[config.mk]
export PLATFORM = sky130hd
export DESIGN_NAME = eth_header_builder
export DESIGN_NICKNAME = d
export VERILOG_FILES = /design/src/rtl/eth_header_builder.sv
export SDC_FILE = /design/constraint.sdc
export NUM_CORES = 1
export LEC_CHECK = 0
export ABC_CLOCK_PERIOD_IN_PS = 3700
export CORE_MARGIN = 1.5
export CORE_UTILIZATION = 55
export CTS_CLUSTER_DIAMETER = 30
export DETAILED_ROUTE_END_ITERATION = 10
export MAX_ROUTING_LAYER = met4
export PLACE_DENSITY = 0.95
export SYNTH_ARGS = -nofsm -noshare
export SYNTH_HDL_FRONTEND = slang
export SYNTH_SLANG_ARGS = --single-unit
[constraint.sdc]
create_clock -name clk -period 3.7 [get_ports clk]
set_clock_uncertainty 0.05 [all_clocks]
set_input_delay 0.74 -clock clk [delete_from_list [all_inputs] [get_ports clk]]
set_output_delay 0.74 -clock clk [all_outputs]
set_load 0.01 [all_outputs]
[src/rtl/eth_header_builder.sv]
// +--------------------------------------------------------------------------+
// | eth_header_builder                                                       |
// | Serialises an Ethernet II header (optional 802.1Q tag) as a byte stream. |
// | Rev 1.0 - initial release                                                |
// +--------------------------------------------------------------------------+
`default_nettype none

module eth_header_builder #(
  parameter logic [15:0] VLAN_TPID     = 16'h8100,
  parameter logic [15:0] MIN_ETHERTYPE = 16'h0600
) (
  input  logic        clk,
  input  logic        rst_n,
  input  logic        hdr_valid,
  output logic        hdr_ready,
  input  logic [47:0] dst_mac,
  input  logic [47:0] src_mac,
  input  logic        vlan_en,
  input  logic [15:0] vlan_tci,
  input  logic [1:0]  proto_sel,
  input  logic [15:0] raw_ethertype,
  output logic [7:0]  out_data,
  output logic        out_valid,
  input  logic        out_ready,
  output logic        out_last,
  output logic [4:0]  hdr_len,
  output logic        type_err
);

  typedef enum logic [2:0] {
    IDLE = 3'd0,
    DST  = 3'd1,
    SRC  = 3'd2,
    VLAN = 3'd3,
    TYPE = 3'd4
  } state_t;

  localparam logic [15:0] c_type_ipv4 = 16'h0800;
  localparam logic [15:0] c_type_ipv6 = 16'h86DD;
  localparam logic [15:0] c_type_arp  = 16'h0806;

  state_t      r_state;
  state_t      w_state_next;
  logic [2:0]  r_idx;
  logic [2:0]  w_idx_next;
  logic [47:0] r_dst;
  logic [47:0] r_src;
  logic        r_vlan_en;
  logic [15:0] r_tci;
  logic [15:0] r_etype;
  logic        r_type_err;
  logic        r_init;

  logic [15:0] w_etype;
  logic        w_illegal;
  logic        w_accept;
  logic        w_fire;
  logic        w_field_end;
  logic [2:0]  w_rev;
  logic [1:0]  w_vrev;
  logic [31:0] w_vlan_word;

  always_comb begin
    w_etype = raw_ethertype;
    case (proto_sel)
      2'd0:    w_etype = c_type_ipv4;
      2'd1:    w_etype = c_type_ipv6;
      2'd2:    w_etype = c_type_arp;
      default: w_etype = raw_ethertype;
    endcase
  end

  assign w_illegal   = (proto_sel == 2'd3) && (raw_ethertype < MIN_ETHERTYPE);
  // r_init keeps hdr_ready low during reset and for the edge that releases it
  assign hdr_ready   = (r_state == IDLE) && r_init;
  assign w_accept    = hdr_valid && hdr_ready;
  assign out_valid   = (r_state != IDLE);
  assign w_fire      = out_valid && out_ready;
  assign hdr_len     = out_valid ? (r_vlan_en ? 5'd18 : 5'd14) : 5'd0;
  assign type_err    = r_type_err;
  assign w_rev       = 3'd5 - r_idx;
  assign w_vrev      = 2'd3 - r_idx[1:0];
  assign w_vlan_word = {VLAN_TPID, r_tci};

  always_comb begin
    out_data     = 8'h00;
    out_last     = 1'b0;
    w_field_end  = 1'b0;
    w_state_next = r_state;
    w_idx_next   = r_idx;
    case (r_state)
      IDLE: begin
        if (w_accept && !w_illegal) begin
          w_state_next = DST;
          w_idx_next   = 3'd0;
        end
      end
      DST: begin
        out_data    = r_dst[{w_rev, 3'b000} +: 8];
        w_field_end = (r_idx == 3'd5);
        if (w_fire && w_field_end) w_state_next = SRC;
      end
      SRC: begin
        out_data    = r_src[{w_rev, 3'b000} +: 8];
        w_field_end = (r_idx == 3'd5);
        if (w_fire && w_field_end) w_state_next = r_vlan_en ? VLAN : TYPE;
      end
      VLAN: begin
        out_data    = w_vlan_word[{w_vrev, 3'b000} +: 8];
        w_field_end = (r_idx == 3'd3);
        if (w_fire && w_field_end) w_state_next = TYPE;
      end
      TYPE: begin
        out_data    = r_idx[0] ? r_etype[7:0] : r_etype[15:8];
        w_field_end = (r_idx == 3'd1);
        out_last    = w_field_end;
        if (w_fire && w_field_end) w_state_next = IDLE;
      end
      default: begin
        w_state_next = IDLE;
        w_idx_next   = 3'd0;
      end
    endcase
    if (w_fire) w_idx_next = w_field_end ? 3'd0 : r_idx + 3'd1;
  end

  always_ff @(posedge clk) begin
    if (!rst_n) begin
      r_state    <= IDLE;
      r_idx      <= 3'd0;
      r_type_err <= 1'b0;
      r_init     <= 1'b0;
      r_dst      <= 48'd0;
      r_src      <= 48'd0;
      r_vlan_en  <= 1'b0;
      r_tci      <= 16'd0;
      r_etype    <= 16'd0;
    end else begin
      r_state    <= w_state_next;
      r_idx      <= w_idx_next;
      r_init     <= 1'b1;
      r_type_err <= w_accept && w_illegal;
      if (w_accept && !w_illegal) begin
        r_dst     <= dst_mac;
        r_src     <= src_mac;
        r_vlan_en <= vlan_en;
        r_tci     <= vlan_tci;
        r_etype   <= w_etype;
      end
    end
  end

endmodule

`default_nettype wire

==> results of run 1 <==
## metal layers
layer  vias up  GRT usage  routed length, um
met5         -          -                  0
met4         0      0.105                499
li1       2783          -                  -
met3        41     0.0706               1180
met1      2838      0.366               7620
met2       265      0.479               8970
## kinds of logic after synthesis
group | after synthesis | share of synthesized area
flip-flops | 137 | 0.398
XOR/XNOR | 1 | 0.00127
AO/OA/AOI/OAI | 178 | 0.200
AND/OR/NAND/NOR | 302 | 0.215
multiplexers | 41 | 0.103
adder cells (fa/ha/maj) | 8 | 0.0145
other | 1 | 0.000544
buffers and inverters | 69 | 0.0684
## flip-flops by register name (all words and copies together) (netlist names)
signal / flops
r_dst: 48
r_etype: 16
r_idx: 3
r_init: 1
r_src: 48
r_state: 3
r_tci: 16
r_vlan_en: 1
type_err: 1
## worst max-delay path: stages, from the launching register on
cell             delay, ns
dfxtp_1               0.54
inv_1                 0.18
ha_1                  0.36
nor4_1                0.27
buf_4                 0.23
a22oi_1               0.13
nand2_1               0.14
clkdlybuf4s50_1       0.54
## Yosys cell counts, drive strengths merged (2+ instances only)
cell,instances,area (um2)
a211oi,11,87.6
a21boi,2,15.0
a21o,2,15.0
a21oi,130,1000
a22oi,8,60.1
a31oi,2,12.5
and2,4,25.0
buf,38,355
clkbuf,23,86.3
dfxtp,137,2740
ha,8,100
inv,8,30.0
mux2i,17,170
mux4,24,541
nand2,244,1140
nand2b,3,18.8
nand3,8,40.0
nor2,14,52.6
nor2b,3,18.8
nor3,11,65.1
nor3b,2,15.0
nor4,3,18.8
o21ai,3,15.0
o22ai,10,62.6
o311ai,4,52.6
o32ai,2,17.5
or2,3,18.8
or3b,2,17.5
or4,2,18.8
## where the power goes
group          internal [mW]  switching, mW
Clock                   1.16          0.646
Sequential              1.66          0.131
Combinational          0.749          0.900
Total                   3.58           1.68
## through the flow
step                      instances  hold slack (ns)   util
after floorplan                 737            0.381      -
after global placement         1009            0.388  0.691
after detailed placement       1009            0.393  0.691
after CTS                      1041            0.401  0.743
after global routing           1041            0.416  0.743
final                          1041            0.400  0.743
## cell type report
| type | instances | share of cell area |
|---|---|---|
| repair buffers | 165 | 0.188 |
| multi-input cells | 531 | 0.411 |
| clock inverters | 11 | 0.0188 |
| flip-flops and latches | 137 | 0.305 |
| clock buffers | 21 | 0.0511 |
| well taps | 168 | 0.0233 |
| inverters | 8 | 0.00389 |
## worst paths after layout
path                                                from                  endpoint  slack (ns)  cells after the start
worst min-delay path            r_etype[14]$_SDFFE_PN0P_  r_etype[14]$_SDFFE_PN0P_        0.40                      2
worst min register to register  r_etype[14]$_SDFFE_PN0P_  r_etype[14]$_SDFFE_PN0P_        0.40                      2
worst max-delay path               r_idx[1]$_SDFFE_PN0P_               out_data[5]         0.1                      7
worst max register to register   r_state[1]$_SDFFE_PN0P_    r_src[19]$_SDFFE_PN0P_        1.05                      6
==> flow_summary.rst, run 1 <==
.. list-table::
   :header-rows: 1

   * - Metric
     - Value
   * - Total power
     - 5.25 mW
   * - Vert. Die Dim
     - 115 um
   * - Detailed-route vias per instance
     - 5.69
   * - Critical path class
     - reg2out
   * - Master cell of the clock root buffer
     - clkbuf_16
   * - Share of cells above drive strength 1
     - 0.305
   * - Synthesized netlist net count
     - 880
   * - Commonest non-fill, non-tap cells in the layout
     - nand2_1 (154), clkdlybuf4s50_1 (150), dfxtp_1 (136), a21oi_2 (94), nand2_2 (90)
   * - Share of synthesized area occupied by flip-flops and latches
     - 0.398
   * - Iteration-0 DRC Markers
     - 433
   * - Longest Clk Path Bufs
     - 2
   * - Min-delay worst type
     - reg2reg
   * - Worst Max-Slew Pin Slew
     - 0.725 ns
   * - IO Port Bufs
     - 150
   * - Number of resized instances in the post-cts repair step
     - 0
   * - Critical Path RT
     - 2.91 ns
   * - Total area of multi-input combinational cells
     - 0.00370 mm2
   * - Total die area
     - 0.0132 mm2
   * - Outcome
     - complete, no violations
   * - Post-CTS setup repair buffer count
     - 0
   * - Max Clock Freq
     - 277 MHz
   * - First-pass DRT Iterations
     - 5
   * - Most common cell after layout, fill and taps aside
     - nand2_1
   * - CP arrival
     - 2.81 ns
   * - Wire length of the first global-routing pass
     - 29.2 mm
   * - Inserted Clock Buffers
     - 17
   * - Floorplan Core Area
     - 0.0121 mm2
   * - Yosys cell types
     - 49
   * - Depth of the CTS H-tree
     - 4
   * - Final hold violation count
     - 0
   * - Placed cell area
     - 0.00837 mm2
   * - Initial core utilization
     - 0.570
   * - Post-route ant nets
     - 0
   * - Mean cell area of the mapped netlist
     - 9.36 um2
   * - VDD IR max
     - 0.386 mV
   * - Rel. slew slack
     - 0.514
   * - Most used DFF post-synth
     - dfxtp_1
   * - Detailed Route WL
     - 18.3 mm
   * - Leakage
     - 3.06 nW
   * - Fraction of registers with async set or reset after synthesis
     - 0
   * - Final routed DRC violation total
     - 0
   * - Finished Cell Area
     - 0.00900 mm2
   * - Fin nets
     - 1,003
   * - Area added between synthesis and finish
     - 30.5%
   * - Final Critical Period
     - 3.60 ns
   * - Horizontal die dimension
     - 115 um
   * - Sequential standard cell area
     - 0.00274 mm2
   * - Via Count
     - 5,927
   * - Number of clock sinks
     - 137
   * - Inserted Diodes
     - 0
   * - Largest net degree at the start of global routing
     - 80
   * - Setup repair after global routing missed its margin
     - no
   * - Final max-slew violation count
     - 0
   * - Crit end category
     - output pin
   * - Number of maximum-capacitance violations
     - 0
   * - Setup Total Neg Slack
     - 0 ns
   * - Power Dens Cells
     - 583 mW/mm2
   * - Clock input transition at the sequential cells of the worst setup and hold paths
     - 0.06 ns
   * - DP Wirelength
     - 12.6 mm
   * - Clock Latency Late Sink
     - 0.42 ns
   * - Number of top-level design ports
     - 152
   * - #FFs+latches synth
     - 137
   * - Initial antenna violation count
     - 0
   * - Critical-path maximum fanout
     - 9
   * - TritonCTS clock tree
     - yes
   * - Final setup violation count
     - 0
   * - Syn Inst Count
     - 737
   * - Hold buffer count at cts
     - 0
   * - Number of flops mapped to enable cells by yosys
     - 0
   * - Post-route worst setup slack
     - 0.0957 ns
   * - Routability cong.
     - 0.898
   * - Number of rows created at floorplan
     - 40
   * - Filler Cells Inserted
     - 785
   * - Overall routing resource usage
     - 0.297
   * - Worst slack at placement
     - 0.572 ns
   * - Number of global-route vias before repair
     - 5,834
   * - Sum of overflow across all layers after global routing
     - 0
   * - Kind of launch point of the worst setup path
     - flip-flop
   * - Mean routed wirelength per cell
     - 17.6 um
   * - Final worst path period share
     - 0.974
   * - Total of warnings raised by yosys
     - 0
   * - Cell area after technology mapping
     - 0.00690 mm2
(Power assumes the default switching activity.)
==> run 2: changes to the inputs <==
- CTS_CLUSTER_DIAMETER: 30 -> 150
==> results of run 2 <==
Same layout as run 1: the final DEF is identical, and so are final timing and power.
